### config.mk
export PLATFORM = sky130hd
export DESIGN_NAME = merge_arb
export DESIGN_NICKNAME = d
export VERILOG_FILES = /design/src/rtl/merge_arb.sv
export SDC_FILE = /design/constraint.sdc
export NUM_CORES = 1
export LEC_CHECK = 0
export CAP_MARGIN = 20
export CELL_PAD_IN_SITES_DETAIL_PLACEMENT = 1
export CELL_PAD_IN_SITES_GLOBAL_PLACEMENT = 2
export CORE_MARGIN = 5
export CORE_UTILIZATION = 23
export DETAILED_ROUTE_END_ITERATION = 8
export HOLD_SLACK_MARGIN = 0.08
export PLACE_DENSITY_LB_ADDON = 0.15
export SLEW_MARGIN = 20
export SYNTH_ARGS = -nofsm -noshare
export SYNTH_HDL_FRONTEND = slang
export SYNTH_SLANG_ARGS = --single-unit
### constraint.sdc
create_clock -name clk -period 2 [get_ports clk]
set_clock_uncertainty 0.15 [all_clocks]
set_input_delay 0.3 -clock clk [delete_from_list [all_inputs] [get_ports clk]]
set_output_delay 0.3 -clock clk [all_outputs]
set_load 0.005 [all_outputs]
### src/rtl/merge_arb.sv
// merge_arb: round-robin arbiter sharing one 4-phase bundled-data output
// channel between two asynchronous 4-phase requesters.
module merge_arb #(
    parameter int unsigned N    = 1,
    parameter int unsigned SYNC = 2
) (
    input  logic         clk,
    input  logic         rst,
    input  logic         r_i,
    output logic         a_i,
    input  logic [N-1:0] d_i,
    input  logic         r1_i,
    output logic         a1_i,
    input  logic [N-1:0] d1_i,
    output logic         r_o,
    input  logic         a_o,
    output logic [N-1:0] d_o,
    output logic [1:0]   gnt
);

    typedef enum logic [1:0] {IDLE, FWD, ACKD, RTZ} state_t;

    state_t          state;
    logic [SYNC-1:0] sync0;
    logic [SYNC-1:0] sync1;
    logic [SYNC-1:0] synca;
    logic            rs0;
    logic            rs1;
    logic            as_q;
    logic            hold;
    logic            last;
    logic            win;
    logic            win_req;

    assign rs0  = sync0[SYNC-1];
    assign rs1  = sync1[SYNC-1];
    assign as_q = synca[SYNC-1];

    // Freeze all state for the first edge after reset release
    always_ff @(posedge clk or posedge rst) begin
        if (rst) begin
            hold <= 1'b1;
        end else begin
            hold <= 1'b0;
        end
    end

    // Multi-flop synchronizers for the asynchronous request/ack inputs
    always_ff @(posedge clk or posedge rst) begin
        if (rst) begin
            sync0 <= '0;
            sync1 <= '0;
            synca <= '0;
        end else if (!hold) begin
            sync0 <= {sync0[SYNC-2:0], r_i};
            sync1 <= {sync1[SYNC-2:0], r1_i};
            synca <= {synca[SYNC-2:0], a_o};
        end
    end

    // Winner is the sole requester, or on a tie the channel that did not win last;
    // win_req is the synchronized request of the current owner (held in last)
    always_comb begin
        win = rs1;
        if (rs0 && rs1) begin
            win = ~last;
        end
        win_req = last ? rs1 : rs0;
    end

    // Handshake sequencer: grant, forward ack, return-to-zero, release
    always_ff @(posedge clk or posedge rst) begin
        if (rst) begin
            state <= IDLE;
            last  <= 1'b1;
            r_o   <= 1'b0;
            a_i   <= 1'b0;
            a1_i  <= 1'b0;
            d_o   <= '0;
            gnt   <= 2'b00;
        end else if (!hold) begin
            case (state)
                IDLE: begin
                    if (rs0 || rs1) begin
                        d_o   <= win ? d1_i : d_i;
                        gnt   <= win ? 2'b10 : 2'b01;
                        last  <= win;
                        r_o   <= 1'b1;
                        state <= FWD;
                    end
                end
                FWD: begin
                    if (as_q) begin
                        if (last) begin
                            a1_i <= 1'b1;
                        end else begin
                            a_i <= 1'b1;
                        end
                        state <= ACKD;
                    end
                end
                ACKD: begin
                    if (!win_req) begin
                        r_o   <= 1'b0;
                        state <= RTZ;
                    end
                end
                RTZ: begin
                    if (!as_q) begin
                        a_i   <= 1'b0;
                        a1_i  <= 1'b0;
                        gnt   <= 2'b00;
                        state <= IDLE;
                    end
                end
                default: state <= IDLE;
            endcase
        end
    end

endmodule
==> results of run 1 <==
==> cell families after synthesis <==
group,after synthesis,synth area share (%)
buf+inv,7,3.030
flops,16,46.47
mux,11,15.01
other cells,1,0.4325
fa+ha+maj,6,8.658
compound gates,16,15.44
simple gates,15,10.97
==> report_power, final <==
part           switching [mW]  leakage (nW)  internal (mW)  total (mW)
Clock                   0.113        0.0216          0.134       0.247
Combinational           0.329         0.281          0.439       0.769
Sequential             0.0819         0.183          0.443       0.524
==> state kept, by name (all words and copies together) (netlist names) <==
name and flops:
a_i 1, sync0 2, synca 2, last 1
d_o 1, sync1 2, gnt 2, hold 1
state 2, r_o 1, a1_i 1
==> per-layer routing <==
layer	routed length (um)	part of all wire [%]	GRT usage, %	up-vias
li1	-	-	-	302
met1	955	48	10.94	310
met2	903	46	13.78	10
met3	66	3.3	2.384	5
met4	53	2.7	5.637	0
met5	0	0	0	-
==> tightest hold or removal path: stages <==
cell and delay (ns):
sky130_fd_sc_hd__clkdlybuf4s50_1 0.40, sky130_fd_sc_hd__inv_1 0.05, sky130_fd_sc_hd__buf_4 0.24
==> cell type report <==
type	count	area, sq um
clock buffer	3	41.29
sequential	16	402.9
fill	406	2512
timing repair buffer	20	180.2
multi-input combinational	49	441.7
inverter	6	22.52
tap	48	60.06
==> per-stage QoR <==
stage,area [sq um],instances
floorplan,867.1,72
global placement,1104,139
detailed placement,1104,139
CTS,1145,142
global route,1149,142
finish,1149,142
==> path summary, 6_finish.rpt <==
| kind | cells past startpoint | slack [ns] | endpoint |
|---|---|---|---|
| hold / removal | 3 | 0.22 | synca[1] |
| hold reg to reg | 1 | 0.35 | sync0[0] |
| min in group clk | 1 | 0.35 | sync0[0] |
| setup reg to reg | 5 | 0.09 | state[1] |
| setup / recovery | 5 | 0.09 | state[1] |
| max in group asynchronous | 3 | 1.23 | last |
==> layout by cell type, fill, tap and decap left out, types with 2 or more instances in the layout <==
| cell type | synthesis | final |
|---|---|---|
| sky130_fd_sc_hd__o31ai_1 | 2 | 2 |
| sky130_fd_sc_hd__dfstp_2 | 2 | 2 |
| sky130_fd_sc_hd__nand2_1 | 3 | 3 |
| sky130_fd_sc_hd__mux2_2 | 8 | 8 |
| sky130_fd_sc_hd__buf_4 | 0 | 8 |
| sky130_fd_sc_hd__or3b_2 | 2 | 2 |
| sky130_fd_sc_hd__a31oi_1 | 2 | 2 |
| sky130_fd_sc_hd__inv_1 | 6 | 6 |
| sky130_fd_sc_hd__a21oi_1 | 3 | 2 |
| sky130_fd_sc_hd__clkbuf_8 | 0 | 3 |
| sky130_fd_sc_hd__dfrtp_1 | 14 | 14 |
| sky130_fd_sc_hd__clkdlybuf4s50_1 | 0 | 12 |
| sky130_fd_sc_hd__nor2_1 | 2 | 2 |
| sky130_fd_sc_hd__mux2_4 | 2 | 2 |
| sky130_fd_sc_hd__ha_1 | 6 | 6 |
| sky130_fd_sc_hd__nor2b_1 | 3 | 3 |
==> repair_timing <==
item                                   4_1_cts  5_1_grt
setup endpoints to repair                    0        2
gates resized for setup                      0        1
endpoints found under the hold margin        0        0
==> summary.json, run 1 <==
{
  "run_status": {"value": "complete, no violations"},
  "timing.final.setup_violations": {"value": 0},
  "worst-path-max-fanout": {"value": 6},
  "floorplan.die.width": {"value": 71.40, "unit": "um"},
  "finalWeightedCongestion": {"value": 0.6617},
  "cp_data_required_time": {"value": 1.99, "unit": "ns"},
  "drv_slew": {"value": 0},
  "synth_common_cells": {"value": "14 x sky130_fd_sc_hd__dfrtp_1, 8 x sky130_fd_sc_hd__mux2_2, 6 x sky130_fd_sc_hd__ha_1, 6 x sky130_fd_sc_hd__inv_1"},
  "r2r-start": {"value": "state[0]"},
  "routed_wire_length_per_instance": {"value": 13.93, "unit": "um"},
  "final_hold_viol_count": {"value": 0},
  "clock_insertion_delay_worst_skew": {"value": 0.25, "unit": "ns"},
  "holdWs": {"value": 0.2166, "unit": "ns"},
  "synth_top_cell_by_area": {"value": "sky130_fd_sc_hd__dfrtp_1"},
  "portBuffers": {"value": 12},
  "overflow": {"value": 0},
  "cts.sink_count": {"value": 16},
  "synth.most_common_cell": {"value": "sky130_fd_sc_hd__dfrtp_1"},
  "number_of_synthesized_flops_with_an_enable_pin": {"value": 0},
  "peakVddDrop": {"value": 0.0003166, "unit": "V"},
  "synthArstFlopShare": {"value": 100.0, "unit": "%"},
  "finalNetCount": {"value": 109},
  "layout-drive-gt1-share": {"value": 30.85, "unit": "%"},
  "die_area": {"value": 5098, "unit": "sq um"},
  "leakagePower": {"value": 0.4853, "unit": "nW"},
  "h-tree-depth": {"value": 1},
  "diodes": {"value": 0},
  "groute.usage.overall": {"value": 8.922, "unit": "%"},
  "grt_setup_unrepaired": {"value": "no"},
  "die_height": {"value": 71.40, "unit": "um"},
  "synth_cell_types": {"value": 30},
  "cap_viol_max_count": {"value": 0},
  "first_pass_grt_wire_length": {"value": 3.450, "unit": "mm"},
  "shortest_period_the_worst_path_allows": {"value": 1.909, "unit": "ns"},
  "vias_in_the_first_global_route": {"value": 741},
  "syn-mean-instance-area": {"value": 12.04, "unit": "sq um"},
  "clock_root_buffer_master": {"value": "sky130_fd_sc_hd__clkbuf_8"},
  "worst-setup-path-type": {"value": "flop to flop"},
  "yosys.area.top_type_share": {"value": 40.40, "unit": "%"},
  "place.detailed.hpwl": {"value": 1.506, "unit": "mm"},
  "first_pass_drt_iterations": {"value": 2},
  "maxClockFrequency": {"value": 0.5238, "unit": "GHz"},
  "critPathLaunchType": {"value": "flop"},
  "synthesis.nets": {"value": 85},
  "ys_seq_area_share": {"value": 46.46, "unit": "%"},
  "synth_area_leaders": {"value": "sky130_fd_sc_hd__dfrtp_1 40%, sky130_fd_sc_hd__mux2_2 10%, sky130_fd_sc_hd__ha_1 8.7%, sky130_fd_sc_hd__dfstp_2 6.1%, sky130_fd_sc_hd__mux2_4 3.5%"},
  "post-route-period-util": {"value": 95.45, "unit": "%"},
  "grt_antenna_before_repair": {"value": 0},
  "post-route-worst-setup-slack": {"value": 0.09093, "unit": "ns"},
  "post_detailed_routing_wire_length": {"value": 1.978, "unit": "mm"},
  "mappedNetlistArea": {"value": 867.1, "unit": "sq um"},
  "timing.critical_path.max_delay_family": {"value": "flip-flops"},
  "critPathCaptureType": {"value": "flop"},
  "total_power": {"value": 1.540, "unit": "mW"},
  "drtAntennaViolNets": {"value": 0},
  "yosysWarningCount": {"value": 0},
  "clock_path_buffers": {"value": 2},
  "post_synth_inst_count": {"value": 72},
  "syn_to_final_growth": {"value": 32.47, "unit": "%"},
  "cts_post_setup_buffers_inserted": {"value": 0},
  "drc": {"value": 0},
  "utilization": {"value": 31.37, "unit": "%"},
  "cts_buffers": {"value": 3},
  "worstSetupStartpoint": {"value": "state[0]"},
  "cts_tree": {"value": "built"},
  "coreArea": {"value": 3661, "unit": "sq um"},
  "num_rows": {"value": 22},
  "worstPathBufferInverterCount": {"value": 1},
  "post-place-ws": {"value": 0.05731, "unit": "ns"},
  "power_density": {"value": 1341, "unit": "nW/um^2"},
  "postSynthRegisterBits": {"value": 16},
  "min_path_type": {"value": "input pin to async pin"},
  "commonest_register_cell_after_synthesis": {"value": "sky130_fd_sc_hd__dfrtp_1"},
  "floorplan.initialDensity": {"value": 23.68, "unit": "%"},
  "path_clk_slew": {"value": 0.06, "unit": "ns"},
  "holdBufCountCts": {"value": 0},
  "total_negative_slack": {"value": 0, "unit": "ns"},
  "drt_iter0_drc": {"value": 15},
  "routed_via_density": {"value": 4.415},
  "arrival": {"value": 1.90, "unit": "ns"},
  "top_level_pins": {"value": 13},
  "critical_path.slowest_cell": {"value": "sky130_fd_sc_hd__dfrtp_1"},
  "crit_path_cell_trace": {"value": "inv_1 > ha_1 > nor3b_2 > a2111oi_4 > mux2_4"},
  "via_count": {"value": 627},
  "worst_stage_delay_on_the_critical_path": {"value": 0.39, "unit": "ns"},
  "grt_max_degree": {"value": 17}
}
Note: power is estimated with default switching activity, not from simulation.
==> run 2: changes to the inputs <==
--- a/config.mk
+++ b/config.mk
@@ -10,10 +10,10 @@
 export CELL_PAD_IN_SITES_GLOBAL_PLACEMENT = 2
 export CORE_MARGIN = 5
 export CORE_UTILIZATION = 23
+export CTS_BUF_LIST = sky130_fd_sc_hd__clkbuf_8 sky130_fd_sc_hd__clkbuf_16
 export DETAILED_ROUTE_END_ITERATION = 8
 export HOLD_SLACK_MARGIN = 0.08
-export PLACE_DENSITY_LB_ADDON = 0.15
-export SLEW_MARGIN = 20
+export PLACE_DENSITY = 0.62
 export SYNTH_ARGS = -nofsm -noshare
 export SYNTH_HDL_FRONTEND = slang
 export SYNTH_SLANG_ARGS = --single-unit
==> run 2 against run 1 <==
Net effect: clock power up 18%; hold slack worse by 0.014 ns; die area unchanged; non-clock buffer count down 1; register-to-register slack about the same; highest routed layer unchanged.
==> summary.json, run 2 (same netlist as run 1, synthesis figures left out) <==
{
  "run_status": {"value": "complete, no violations"},
  "cap_viol_max_count": {"value": 0, "change": "unchanged"},
  "drc": {"value": 0, "change": "unchanged"},
  "crit_path_cell_trace": {"value": "mux2_4 > a2111oi_4 > mux2_4"},
  "most-common-layout-cells": {"value": "13 x sky130_fd_sc_hd__dfrtp_1, 12 x sky130_fd_sc_hd__clkdlybuf4s50_1, 8 x sky130_fd_sc_hd__mux2_2, 7 x sky130_fd_sc_hd__buf_4"},
  "post-route-period-util": {"value": 95.86, "unit": "%", "change": "+0.41 points"},
  "portBuffers": {"value": 12, "change": "unchanged"},
  "routed_wire_length_per_instance": {"value": 12.75, "unit": "um", "change": "-8.4%"},
  "critPathMostFrequentCell": {"value": "sky130_fd_sc_hd__mux2_4"},
  "power.share.sequential": {"value": 34.8, "unit": "%", "change": "+0.8 points"},
  "r2r-start": {"value": "last"},
  "post_detailed_routing_wire_length": {"value": 1.811, "unit": "mm", "change": "-8.4%"},
  "cts_tree": {"value": "built"},
  "netSwitchingPower": {"value": 0.5201, "unit": "mW", "change": "-0.86%"},
  "critPathLaunchType": {"value": "flop"},
  "overflow": {"value": 0, "change": "unchanged"},
  "layout.cells.most_common": {"value": "sky130_fd_sc_hd__dfrtp_1"},
  "cts.sink_count": {"value": 16, "change": "unchanged"},
  "utilization": {"value": 31.48, "unit": "%", "change": "+0.10 points"},
  "clock_insertion_delay_worst_skew": {"value": 0.25, "unit": "ns", "change": "about the same"},
  "peakVddDrop": {"value": 0.0003679, "unit": "V", "change": "+16%"},
  "critPathCaptureType": {"value": "flop"},
  "drv_slew": {"value": 0, "change": "unchanged"},
  "total_negative_slack": {"value": 0, "unit": "ns", "change": "unchanged"},
  "diodes": {"value": 0, "change": "unchanged"},
  "min_path_type": {"value": "input pin to async pin"},
  "post-place-ws": {"value": 0.07867, "unit": "ns", "change": "+0.02136 ns"},
  "floorplan.initialDensity": {"value": 23.68, "unit": "%", "change": "unchanged"},
  "switching_portion_of_total_power": {"value": 33.20, "unit": "%", "change": "-0.86 points"},
  "p_comb_share": {"value": 46.6, "unit": "%", "change": "-3.3 points"},
  "worst_stage_delay_on_the_critical_path": {"value": 0.59, "unit": "ns", "change": "+0.20 ns"},
  "worst-setup-path-type": {"value": "flop to flop"},
  "clock_power_share": {"value": 18.6, "unit": "%", "change": "+2.6 points"},
  "r2r-end": {"value": "state[1]"},
  "cp_data_required_time": {"value": 1.98, "unit": "ns", "change": "about the same"},
  "place.detailed.hpwl": {"value": 1.346, "unit": "mm", "change": "-11%"},
  "detailed_place.area": {"value": 1081, "unit": "sq um", "change": "-2.0%"},
  "stdcell_area": {"value": 1152, "unit": "sq um", "change": "+0.33%"},
  "arrival": {"value": 1.90, "unit": "ns", "change": "about the same"},
  "grt_setup_unrepaired": {"value": "no"},
  "routed_via_density": {"value": 4.401, "change": "-0.32%"},
  "clock_path_buffers": {"value": 2, "change": "unchanged"},
  "worstPathBufferInverterCount": {"value": 0, "change": "-1"},
  "intPower": {"value": 1.046, "unit": "mW", "change": "+3.0%"},
  "timing.critical_path.max_delay_family": {"value": "multiplexers"},
  "h-tree-depth": {"value": 1, "change": "unchanged"},
  "num_rows": {"value": 22, "change": "unchanged"},
  "grt_antenna_before_repair": {"value": 0, "change": "unchanged"},
  "finalWeightedCongestion": {"value": 0.7602, "change": "+15%"},
  "maxClockFrequency": {"value": 0.5216, "unit": "GHz", "change": "-0.42%"},
  "r2r.worst_path.cells": {"value": 3, "change": "-2"},
  "via_count": {"value": 625, "change": "-0.32%"},
  "power_density": {"value": 1359, "unit": "nW/um^2", "change": "+1.4%"},
  "wl_met3": {"value": 68, "unit": "um", "change": "+3.0%"},
  "top_level_pins": {"value": 13, "change": "unchanged"},
  "die_area": {"value": 5098, "unit": "sq um", "change": "unchanged"},
  "timing.final.setup_violations": {"value": 0, "change": "unchanged"},
  "drt_iter0_drc": {"value": 9, "change": "-6"},
  "final_hold_viol_count": {"value": 0, "change": "unchanged"},
  "first_pass_grt_wire_length": {"value": 3.105, "unit": "mm", "change": "-10%"},
  "finalNetCount": {"value": 108, "change": "-0.92%"},
  "reg2reg_slack": {"value": 0.08, "unit": "ns", "change": "about the same"},
  "first_pass_drt_iterations": {"value": 4, "change": "+2"},
  "routed_wire_length_on_met2": {"value": 812, "unit": "um", "change": "-10%"},
  "layout-drive-gt1-share": {"value": 30.85, "unit": "%", "change": "unchanged"},
  "post-route-worst-setup-slack": {"value": 0.08279, "unit": "ns", "change": "-0.008148 ns"},
  "met1_length": {"value": 896, "unit": "um", "change": "-6.2%"},
  "highest_layer": {"value": "met4"},
  "leakagePower": {"value": 0.4870, "unit": "nW", "change": "+0.35%"},
  "cts_buffers": {"value": 3, "change": "unchanged"},
  "syn_to_final_growth": {"value": 32.90, "unit": "%"},
  "worst-path-max-fanout": {"value": 6, "change": "unchanged"},
  "path_clk_slew": {"value": 0.07, "unit": "ns", "change": "about the same"},
  "coreArea": {"value": 3661, "unit": "sq um", "change": "unchanged"},
  "shortest_period_the_worst_path_allows": {"value": 1.917, "unit": "ns", "change": "+0.008147 ns"},
  "critical_path.slowest_cell": {"value": "sky130_fd_sc_hd__dfstp_2"},
  "floorplan.die.width": {"value": 71.40, "unit": "um", "change": "unchanged"},
  "clock_root_buffer_master": {"value": "sky130_fd_sc_hd__clkbuf_8"},
  "groute.usage.overall": {"value": 7.907, "unit": "%", "change": "-1.0 points"},
  "drtAntennaViolNets": {"value": 0, "change": "unchanged"},
  "vias_in_the_first_global_route": {"value": 663, "change": "-11%"},
  "grt_max_degree": {"value": 17, "change": "unchanged"},
  "die_height": {"value": 71.40, "unit": "um", "change": "unchanged"}
}
-- run 2: cell count changes in the layout (fill, tap and decap cells not counted) --
cell	change
sky130_fd_sc_hd__dfrtp_1	-1
sky130_fd_sc_hd__dfrtp_2	+1
sky130_fd_sc_hd__a21oi_2	-1
sky130_fd_sc_hd__clkbuf_8	+1
sky130_fd_sc_hd__a21oi_1	+1
sky130_fd_sc_hd__buf_4	-1
-- run 2: metal layers --
| metal | track usage, % | vias to the layer above |
|---|---|---|
| met4 | 3.758 | 0 |
| met3 | 2.525 | 4 |
| met5 | 0 | - |
| met2 | 11.33 | 12 |
| met1 | 10.69 | 306 |
| li1 | - | 303 |
-- run 2: area by class of cell --
type | count | area (sq um)
fillers | 410 | 2509
multi-input cells | 49 | 437.9
flip-flops and latches | 16 | 404.1
repair buffers | 19 | 172.7
well taps | 48 | 60.06
clock buffers | 4 | 55.05
inverters | 6 | 22.52
-- run 2: worst max-delay path by stage --
stage               startpoint  cells past startpoint  endpoint
global route              last                      3  state[1]
detailed placement    state[0]                      5  state[1]
finish                    last                      3  state[1]
global placement      state[0]                      5  state[1]
CTS                   state[0]                      5  state[1]
floorplan                 last                      3  state[1]
-- run 2: power groups by stage --
stage / clock network (mW) / logic (mW) / registers, mW
4_1_cts: 0.303 / 0.706 / 0.551
3_3_place_gp: 0 / 0.696 / 0.555
2_1_floorplan: 0 / 0.431 / 0.533
3_5_place_dp: 0 / 0.701 / 0.556
5_1_grt: 0.324 / 0.808 / 0.569
6_report: 0.291 / 0.731 / 0.545
-- run 2: worst min-delay path, stage by stage --
cell and delay (ns):
sky130_fd_sc_hd__clkdlybuf4s50_1 0.39, sky130_fd_sc_hd__inv_1 0.05, sky130_fd_sc_hd__buf_4 0.23
-- run 2: metrics by stage --
stage	total power, mW	hold WS [ns]	instances
2_1_floorplan	0.9643	0.06231	72
3_3_place_gp	1.251	0.3335	136
3_5_place_dp	1.257	0.3401	136
4_1_cts	1.560	0.2094	140
5_1_grt	1.700	0.2196	142
6_report	1.567	0.2031	142
-- run 2: repair_timing --
action	CTS	global route
endpoints found under the setup margin	0	1
resized for setup	0	1
buffers inserted	0	2
hold buffers	0	0
